===== src/rtl/random_pick.sv =====
// ============================================================================
// Module   : random_pick
// Purpose  : Uniform index in [0, bound) via masked rejection sampling, with a
//            bounded-latency fallback and a noise-weighted walk decision.
// Revision : 1.0 - initial release
// ============================================================================
`default_nettype none

module random_pick #(
  parameter int WIDTH     = 32,
  parameter int IDX_W     = 8,
  parameter int P_W       = 8,
  parameter int MAX_TRIES = 16
) (
  input  logic             clk,
  input  logic             reset,
  input  logic [WIDTH-1:0] rnd_in,
  input  logic             req,
  input  logic [IDX_W-1:0] bound,
  input  logic [P_W-1:0]   noise,
  output logic             busy,
  output logic             valid,
  output logic [IDX_W-1:0] index,
  output logic             walk,
  output logic             err
);

  localparam int c_TRY_W = $clog2(MAX_TRIES) + 1;

  typedef enum logic [1:0] {
    S_IDLE   = 2'd0,
    S_SAMPLE = 2'd1,
    S_DONE   = 2'd2
  } state_t;

  state_t             r_state;
  state_t             w_next;
  logic [IDX_W-1:0]   r_bound;
  logic [IDX_W-1:0]   r_mask;
  logic [P_W-1:0]     r_noise;
  logic [c_TRY_W-1:0] r_tries;
  logic               r_err;
  logic [IDX_W-1:0]   r_index;
  logic               r_walk;

  logic [IDX_W-1:0]   w_bm1;
  logic [IDX_W-1:0]   w_mask;
  logic [IDX_W-1:0]   w_cand;
  logic               w_walk;
  logic               w_zero;
  logic               w_hit;
  logic               w_last;
  logic               w_exit;
  logic               w_unused;

  // Smear the top set bit of (bound-1) downwards: smallest all-ones mask covering bound-1.
  always_comb begin
    w_bm1  = bound - IDX_W'(1);
    w_mask = w_bm1;
    for (int s = 1; s < IDX_W; s = s * 2) begin
      w_mask = w_mask | (w_mask >> s);
    end
    if (bound <= IDX_W'(1)) begin
      w_mask = '0;
    end
  end

  assign w_cand   = rnd_in[IDX_W-1:0] & r_mask;
  assign w_walk   = (rnd_in[WIDTH-1 -: P_W] < r_noise);
  assign w_zero   = (r_bound == '0);
  assign w_hit    = (w_cand < r_bound);
  assign w_last   = (r_tries == c_TRY_W'(MAX_TRIES - 1));
  assign w_exit   = (r_state == S_SAMPLE) && (w_zero || w_hit || w_last);
  assign w_unused = ^rnd_in;

  always_ff @(posedge clk or negedge reset) begin
    if (!reset) begin
      r_state <= S_IDLE;
    end else begin
      r_state <= w_next;
    end
  end

  always_comb begin
    w_next = r_state;
    case (r_state)
      S_IDLE:   if (req) w_next = S_SAMPLE;
      S_SAMPLE: if (w_exit) w_next = S_DONE;
      S_DONE:   w_next = S_IDLE;
      default:  w_next = S_IDLE;
    endcase
  end

  always_ff @(posedge clk or negedge reset) begin
    if (!reset) begin
      r_bound <= '0;
      r_mask  <= '0;
      r_noise <= '0;
      r_tries <= '0;
      r_err   <= 1'b0;
      r_index <= '0;
      r_walk  <= 1'b0;
    end else begin
      if ((r_state == S_IDLE) && req) begin
        r_bound <= bound;
        r_mask  <= w_mask;
        r_noise <= noise;
        r_tries <= '0;
        r_err   <= 1'b0;
      end
      if (r_state == S_SAMPLE) begin
        if (w_zero) begin
          r_index <= '0;
          r_walk  <= 1'b0;
          r_err   <= 1'b1;
        end else if (w_hit) begin
          r_index <= w_cand;
          r_walk  <= w_walk;
        end else if (w_last) begin
          // cand < 2*bound, so one subtraction lands inside [0, bound)
          r_index <= w_cand - r_bound;
          r_walk  <= w_walk;
        end else begin
          r_tries <= r_tries + c_TRY_W'(1);
        end
      end
    end
  end

  assign busy  = (r_state != S_IDLE);
  assign valid = (r_state == S_DONE);
  assign err   = valid && r_err;
  assign index = r_index;
  assign walk  = r_walk;

endmodule

`default_nettype wire


===== config.mk =====
export PLATFORM = sky130hd
export DESIGN_NAME = random_pick
export DESIGN_NICKNAME = d
export VERILOG_FILES = /design/src/rtl/random_pick.sv
export SDC_FILE = /design/constraint.sdc
export NUM_CORES = 1
export LEC_CHECK = 0
export ABC_CLOCK_PERIOD_IN_PS = 2500
export BUFFER_PORTS_ARGS = -buffer_cell sky130_fd_sc_hd__buf_2
export CORE_MARGIN = 2
export CORE_UTILIZATION = 50
export DETAILED_ROUTE_END_ITERATION = 12
export PLACE_DENSITY = 0.85
export SYNTH_ARGS = -nofsm -noshare
export SYNTH_HDL_FRONTEND = slang
export SYNTH_SLANG_ARGS = --single-unit

===== constraint.sdc =====
create_clock -name clk -period 2.5 [get_ports clk]
set_input_delay 0.5 -clock clk [delete_from_list [all_inputs] [get_ports clk]]
set_output_delay 0.5 -clock clk [all_outputs]
set_load 0.01 [all_outputs]

==> flow_summary.ini, run 1 <==
[grt]
grtUsageTotal_pct = 21.42
overflow = 0
grt_pass1_vias = 2053
grt_pass1_wl_mm = 8.997
antenna_found_initial = 0
grt_max_degree = 42

[timing]
maxSlewViolCount = 0
worstMarginPinSlew_ps = 863.3
finalHoldViolCount = 0
clock_skew_ps = 8.965
rsz0062_at_grt = false
min_period_over_period_pct = 90.61
layout_min_cycle_time_ps = 2265
hold-worst-slack_ps = 311.2
fmax_ghz = 0.4414
slew_headroom_pct = 42.45
setup_violations = 0
tns_ps = 0

[die]
coreArea_um2 = 4755
die_w_um = 74.52
die_area_um2 = 5552
die_y_um = 74.52
initial_core_util_pct = 52.29
rows = 25
ioPinCount = 63

[power]
total_leakage_power_nw = 1.442
comb_power_share_pct = 51.8
ir_drop_uv = 467.9
pwr-share-clk_pct = 14.7
seqPwrFrac_pct = 33.5
powerDensity_nw_per_um2 = 1143
p_sw_share_pct = 39.88
p_sw_mw = 1.334
internal-power_mw = 2.010

[clock_network]
htreeDepth = 2
hold_buffers = 0
clock_sinks = 41
root_buffer = clkbuf_8
cts.clk_slew.worst_paths_ps = 80
cts_tree = yes
clockBufferDepth = 2
clk_latency_ps = 300
post_cts_buffers = 0
cts_buffers = 5
cts_resized = 0

[yosys]
async_flop_share_pct = 100.0
yosys.area_share.simple_pct = 16.51
synth.distinct_cells = 49
synthTopCellsByArea = dfrtp_1 41%, ha_1 9.1%, mux2_2 6.3%, nand2_1 3.5%, inv_1 3.2%
syn-cell-area_um2 = 2486
synth_edf_count = 0
synth_nets = 326
synth_xor_xnor_area_share_pct = 3.171
synth_top_family_by_area = compound AO/OA/AOI/OAI gates
synth-compound-area-share_pct = 16.86
synth_flop_cell = dfrtp_1
synth_cells = 256
netlist.area_leader.share_pct = 41.27
yosysWarnings = 0
synth_seq_cells = 41
syn_area_per_cell_um2 = 9.711
synthAdderAreaFrac_pct = 9.864
yosysSeqAreaShare_pct = 41.27
synth_area_leader_cell = dfrtp_1
muxShareOfSynthArea_pct = 7.599

[worst_setup_path]
worst_setup_path_end_kind = register
slowest_stage = fa_1
arrival_ps = 2450
r2r-end = index[7]
start_kind = register
cp_cell_sequence = nand2_1, ha_1, inv_1, fa_1, nand3_1, a21oi_2, o21a_2, a21o_1, a32oi_1, o31ai_1
rr_startpoint = r_mask[0]
rrSetupSlack_ps = 230
worstSetupPathType = register to register
crit_fanout = 10
slowest_delay_ps = 410
reg2reg_depth = 10
worstPathRequired_ps = 2690

[final_layout]
syn_to_final_growth_pct = 17.72
post_route_cells_drive_above_1_share_pct = 26.77
design_area_um2 = 2927
final_cell_mix = 46 x buf_2, 41 x dfrtp_1, 23 x nand2_1
n_antenna_cell = 0
layout.nets = 379
final_common_cell = buf_2
fillCellCount = 413

[routing]
ant_nets = 0
drt_wl_total_mm = 5.117
drc = 0
first_pass_iters = 4
vias_per_cell = 5.408
drtIter0Drc = 88
wl_per_cell_um = 13.57
route.vias.total = 2039

[placed_design]
io_buffers = 46
place_hpwl_mm = 4.132
postPlaceCellArea_um2 = 2821
place_congestion = 0.8971

[min_path]
min_path_type = input pin to async pin

[flow_run]
maxCapViolations = 0

[outcome]
run_status = complete, no violations
-- sequential cells by signal, summed over array words and instances, names as in the netlist --
register  cells
r_bound       8
r_mask        8
index         8
walk          1
r_err         1
r_state       2
r_tries       5
r_noise       8
-- power by group through the flow --
stage,clock [mW],combinational [mW],sequential (mW)
3_5_place_dp,0,1.72,1.14
6_report,0.492,1.73,1.12
4_1_cts,0.502,1.73,1.13
5_1_grt,0.526,1.95,1.16
2_1_floorplan,0,1.26,1.11
3_3_place_gp,0,1.66,1.12
-- kinds of logic (layout without fill, tap and decap cells) --
family | count (synthesis) | after routing
flip-flops | 41 | 41
adder cells (fa/ha/maj) | 19 | 19
AO/OA/AOI/OAI | 63 | 63
buffers and inverters | 29 | 83
multiplexers | 17 | 17
XOR/XNOR | 9 | 9
AND/OR/NAND/NOR | 78 | 78
-- cell usage after synthesis, types with 2 or more instances --
cell and count:
dfrtp_1 41, mux2i_1 2, inv_1 21, ha_1 18, nand4b_1 2, o21bai_1 2, clkbuf_1 6, o21ai_1 4
nor2_1 8, xor2_1 3, a22o_1 7, a21oi_1 11, nor2b_1 2, a21o_1 7, and2_1 8, a31oi_1 3
nand3_1 9, mux2_2 14, o31ai_1 4, a21oi_2 2, o21ai_0 13, nor4_1 2, nand2b_1 7, nand2_1 23
nor3_1 8, xnor2_1 6
-- through the flow --
step	setup slack, ps	power [mW]	utilization, %	instances
finish	234.6	3.344	61.55	377
detailed placement	-1.932	2.860	59.34	369
global placement	55.42	2.774	59.34	369
floorplan	163.2	2.363	-	256
global route	92.77	3.635	61.55	377
CTS	231.3	3.362	61.55	377
-- worst max-delay path by stage --
stage	cells past startpoint	slack, ps	end	from
3_3_place_gp	11	60	index[7]	rnd_in[0]
3_5_place_dp	11	-2	index[7]	rnd_in[0]
6_report	10	230	index[7]	r_mask[0]
5_1_grt	10	90	index[7]	r_mask[0]
2_1_floorplan	8	160	r_tries[3]	rnd_in[5]
4_1_cts	10	230	index[7]	r_mask[0]
-- worst max-delay path: cells and delay by family, from the launching register on --
family	cells	cell delay (ps)
adders and majority gates	2	560
AOI/OAI and AO/OA	5	910
DFF	1	400
and+or+nand+nor	2	220
buffers and inverters	1	50
-- per-layer routing --
metal / track usage [%] / part of all wire, % / routed length [um]
met4: 8.929 / 2.0 / 103
met1: 26.27 / 46 / 2347
met2: 36.87 / 49 / 2512
met3: 4.201 / 3.0 / 154
met5: 0 / 0 / 0
-- final cells by class --
class	instances	area, um2	share of cell area [%]
timing repair buffer	54	290.3	9.919
inverter	21	78.83	2.693
tap	67	83.83	2.864
clock inverter	1	8.758	0.2993
multi-input combinational	186	1343	45.87
clock buffer	7	96.34	3.292
sequential	41	1026	35.06
(Power assumes the default switching activity.)
==> run 2: changes to the inputs <==
- CORE_MARGIN: 2 -> 3
- SKIP_LAST_GASP: default -> 1
==> run 2 against run 1 <==
Against the previous run: clock skew is 3.5 ps lower; maximum frequency grew 0.62%; via count is 1.5% lower; total power increased by 1.4%; critical path type unchanged; critical endpoint unchanged; largest cell class unchanged; largest power group unchanged; highest routed layer unchanged.
==> flow_summary.ini, run 2 (synthesized netlist as in run 1, its figures left out) <==
[outcome]
run_status = complete, no violations

[clock_network]
root_buffer = clkbuf_8
cts.clk_slew.worst_paths_ps = 80
cts_tree = yes
clk_latency_ps = 300
clock_sinks = 41
post_cts_buffers = 0
clockBufferDepth = 2
hold_buffers = 0
cts_buffers = 5
cts_resized = 0
htreeDepth = 2

[final_layout]
layout.nets = 378
final_cell_mix = 46 x buf_2, 41 x dfrtp_1, 23 x nand2_1
final_common_cell = buf_2
syn_to_final_growth_pct = 17.87
n_antenna_cell = 0
post_route_cells_drive_above_1_share_pct = 26.21
final_cells = 376

[timing]
setup_violations = 0
clock_skew_ps = 5.443
rsz0062_at_grt = false
maxSlewViolCount = 0
min_period_over_period_pct = 90.06
hold-worst-slack_ps = 309.8
layout_min_cycle_time_ps = 2251
tns_ps = 0
slew_headroom_pct = 42.81
finalHoldViolCount = 0
worstMarginPinSlew_ps = 857.9
fmax_ghz = 0.4442

[die]
ioPinCount = 63
die_area_um2 = 5855
rows = 25
die_w_um = 76.52
initial_core_util_pct = 52.29
die_y_um = 76.52
coreArea_um2 = 4755

[worst_setup_path]
crit_fanout = 10
worstPathRequired_ps = 2680
arrival_ps = 2430
slowest_stage = dfrtp_1
critPathTopFamily = compound AO/OA/AOI/OAI gates
cp_num_buf_inv = 0
start_kind = register
cp_cell_sequence = and2_1, ha_1, a21o_1, a31o_1, o21a_2, a21o_1, a32oi_1, o31ai_1
worst_setup_path_end_kind = register
worstSetupPathType = register to register
slowest_delay_ps = 390
crit_top_cell = a21o_1

[routing]
wl_per_cell_um = 13.96
first_pass_iters = 4
drt_wl_total_mm = 5.249
ant_nets = 0
drtIter0Drc = 82
vias_per_cell = 5.340
route.vias.total = 2008
drc = 0

[grt]
grt_pass1_wl_mm = 8.845
grt_pass1_vias = 1922
overflow = 0
grtUsageTotal_pct = 18.90
antenna_found_initial = 0
grt_max_degree = 42

[min_path]
min_path_type = input pin to async pin

[power]
ir_drop_uv = 512.3
powerDensity_nw_per_um2 = 1157
total_leakage_power_nw = 1.441

[flow_run]
maxCapViolations = 0

[placed_design]
io_buffers = 46
dp.cells = 368
place_hpwl_mm = 4.150
place_congestion = 0.8816
==> run 2: final timing paths <==
path / startpoint / endpoint / slack (ps) / cells after the start
setup / recovery: r_mask[7] / index[7] / 250 / 8
hold / removal: reset / r_tries[2] / 310 / 1
setup reg to reg: r_mask[7] / index[7] / 250 / 8
hold reg to reg: walk / walk / 470 / 2
max in group asynchronous: reset / index[3] / 1660 / 1
min in group clk: noise[5] / r_noise[5] / 430 / 2
==> run 2: power by group <==
group | internal [mW] | switching, mW
clock | 0.325 | 0.223
combinational | 0.796 | 0.922
sequential | 0.947 | 0.179
total | 2.07 | 1.32
==> run 2: metal layers <==
| metal | wire length (um) | part of all wire (%) | vias up | global-route usage, % |
|---|---|---|---|---|
| li1 | - | - | 1019 | - |
| met1 | 2394 | 46 | 941 | 23.92 |
| met2 | 2570 | 49 | 39 | 31.37 |
| met3 | 177 | 3.4 | 9 | 3.664 |
| met4 | 106 | 2.0 | 0 | 8.333 |
| met5 | 0 | 0 | - | 0 |
==> run 2: layout make-up <==
| type | instances | area, um2 |
|---|---|---|
| clock inverters | 1 | 30.03 |
| well taps | 67 | 83.83 |
| inverters | 21 | 78.83 |
| clock buffers | 7 | 86.33 |
| flip-flops and latches | 41 | 1026 |
| multi-input cells | 186 | 1343 |
| fillers | 427 | 1824 |
| repair buffers | 53 | 282.8 |
==> run 2: through the flow <==
stage	setup slack [ps]	power [mW]	utilization, %	cell area, um2
2_1_floorplan	163.2	2.363	-	2486
5_1_grt	124.8	3.672	61.63	2930
3_3_place_gp	66.06	2.758	59.18	2814
4_1_cts	247.1	3.405	61.63	2930
6_report	248.5	3.392	61.63	2930
3_5_place_dp	36.39	2.835	59.18	2814
==> run 3: changes to the inputs <==
- GPL_TIMING_DRIVEN: default -> 0
==> run 3 against run 2 <==
Against the previous run: cell area fell by 1.6%; die area unchanged; sequential cell count unchanged; setup slack worse by 130 ps; first-iteration DRC count grew 33%; sequential share of layout area rose by 0.58 points; register-to-register slack got worse by 130 ps; combinational power barely moved; maximum frequency fell by 5.4%; largest cell class unchanged; largest power group unchanged.
==> flow_summary.ini, run 3 (synthesized netlist as in run 1, its figures left out) <==
[clock_network]
cts.clk_slew.worst_paths_ps = 90
clockBufferDepth = 2
hold_buffers = 0
cts_buffers = 5
root_buffer = clkbuf_8
htreeDepth = 2
cts_tree = yes
clock_sinks = 41
clk_latency_ps = 310

[routing]
drt_wl_total_mm = 5.432
ant_nets = 0
drtIter0Drc = 109
route.vias.total = 2054
vias_per_cell = 5.492
first_pass_iters = 4
wl_per_cell_um = 14.52
drc = 0

[die]
die_w_um = 76.52
die_y_um = 76.52
coreArea_um2 = 4755
die_area_um2 = 5855
initial_core_util_pct = 52.29
ioPinCount = 63
rows = 25

[grt]
grt_pass1_vias = 2035
antenna_found_initial = 0
grt_pass1_wl_mm = 9.204
overflow = 0
grtUsageTotal_pct = 19.63
grt_max_degree = 42

[timing]
rsz0062_at_grt = false
maxSlewViolCount = 0
min_period_over_period_pct = 95.20
setup_violations = 0
layout_min_cycle_time_ps = 2380
clock_skew_ps = 5.923
slew_headroom_pct = 41.76
worstMarginPinSlew_ps = 873.6
finalHoldViolCount = 0
fmax_ghz = 0.4202

[power]
powerDensity_nw_per_um2 = 1130
ir_drop_uv = 449.1
total_leakage_power_nw = 1.403

[worst_setup_path]
arrival_ps = 2590
cp_cell_sequence = and2_1, ha_1, a21o_1, a31o_1, o21a_2, nand2_2, mux2_1, a21o_1
crit_fanout = 8
critPathTopFamily = compound AO/OA/AOI/OAI gates
worstSetupPathType = register to register
worstPathRequired_ps = 2710
crit_top_cell = a21o_1
start_kind = register
worst_setup_path_end_kind = register
slowest_stage = dfrtp_1
slowest_delay_ps = 390
cp_num_buf_inv = 0

[placed_design]
postPlaceCellArea_um2 = 2785
dp.cells = 366
place_hpwl_mm = 4.357
io_buffers = 43
place_congestion = 0.9350

[flow_run]
maxCapViolations = 0

[final_layout]
final_cell_mix = 43 x buf_2, 41 x dfrtp_1, 23 x nand2_1
post_route_cells_drive_above_1_share_pct = 24.10
final_common_cell = buf_2
post-route-util_pct = 60.63
final_cells = 374
n_antenna_cell = 0
syn_to_final_growth_pct = 15.95
layout.nets = 376
design_area_um2 = 2883

[outcome]
run_status = complete, no violations

[min_path]
min_path_type = input pin to async pin
==> run 3: cell count changes in the layout (fill, tap and decap cells not counted) <==
cell,before,now
inv_6,0,1
nor2_2,1,0
clkbuf_4,0,1
clkbuf_1,1,6
nor2_4,0,1
clkinv_2,0,1
buf_2,46,43
bufinv_16,1,0
buf_6,0,1
clkbuf_8,6,5
clkinvlp_4,0,1
buf_4,7,0
==> run 3: routing by layer <==
metal  vias up  GRT usage [%]  share of wire (%)
met3        11          2.600                4.0
met4         0          8.152                1.8
met1       978          23.83                 43
met5         -              0                  0
li1       1013              -                  -
met2        52          34.89                 51
==> run 3: what timing repair did <==
item                                    in CTS  in global routing
resized for setup                            0                  2
endpoints found under the setup margin       0                  2
buffers inserted                             0                  0
==> run 3: power by group <==
| part | leakage (nW) | switching [mW] | internal [mW] |
|---|---|---|---|
| clock network | 0.0445 | 0.252 | 0.198 |
| logic | 0.852 | 0.919 | 0.766 |
| registers | 0.506 | 0.177 | 0.946 |
==> run 3: worst register-to-register path: cells and delay by family (launching register included) <==
family | cells | cell delay, ps
compound gates | 4 | 890
fa+ha+maj | 1 | 350
flops | 1 | 390
mux | 1 | 330
simple gates | 2 | 320
==> run 3: path summary, 6_finish.rpt <==
check                      slack (ps)      start          to  depth (start not counted)
hold reg to reg                   480      r_err       r_err                          2
max in group asynchronous        1650      reset    index[3]                          1
setup / recovery                  120  r_mask[5]  r_tries[3]                          8
setup reg to reg                  120  r_mask[5]  r_tries[3]                          8
min in group clk                  420   noise[0]  r_noise[0]                          2
hold / removal                    300      reset  r_noise[1]                          1
==> run 3: final cells by class <==
type	count	area, um2
plain buffers	8	41.29
clock buffers	5	68.82
clock inverters	3	21.27
fillers	418	1872
inverters	21	78.83
multi-input cells	186	1348
flip-flops and latches	41	1026
well taps	67	83.83
repair buffers	43	215.2
==> run 3: stage by stage <==
stage | setup TNS, ps | power (mW) | hold slack, ps | worst slack (ps)
2_1_floorplan | 0 | 2.363 | 204.4 | 163.2
3_3_place_gp | -222.5 | 2.724 | 459.3 | -85.64
3_5_place_dp | -321.6 | 2.803 | 469.0 | -105.7
4_1_cts | 0 | 3.252 | 334.4 | 138.3
5_1_grt | 0 | 3.543 | 362.3 | 42.70
6_report | 0 | 3.258 | 302.7 | 120.1
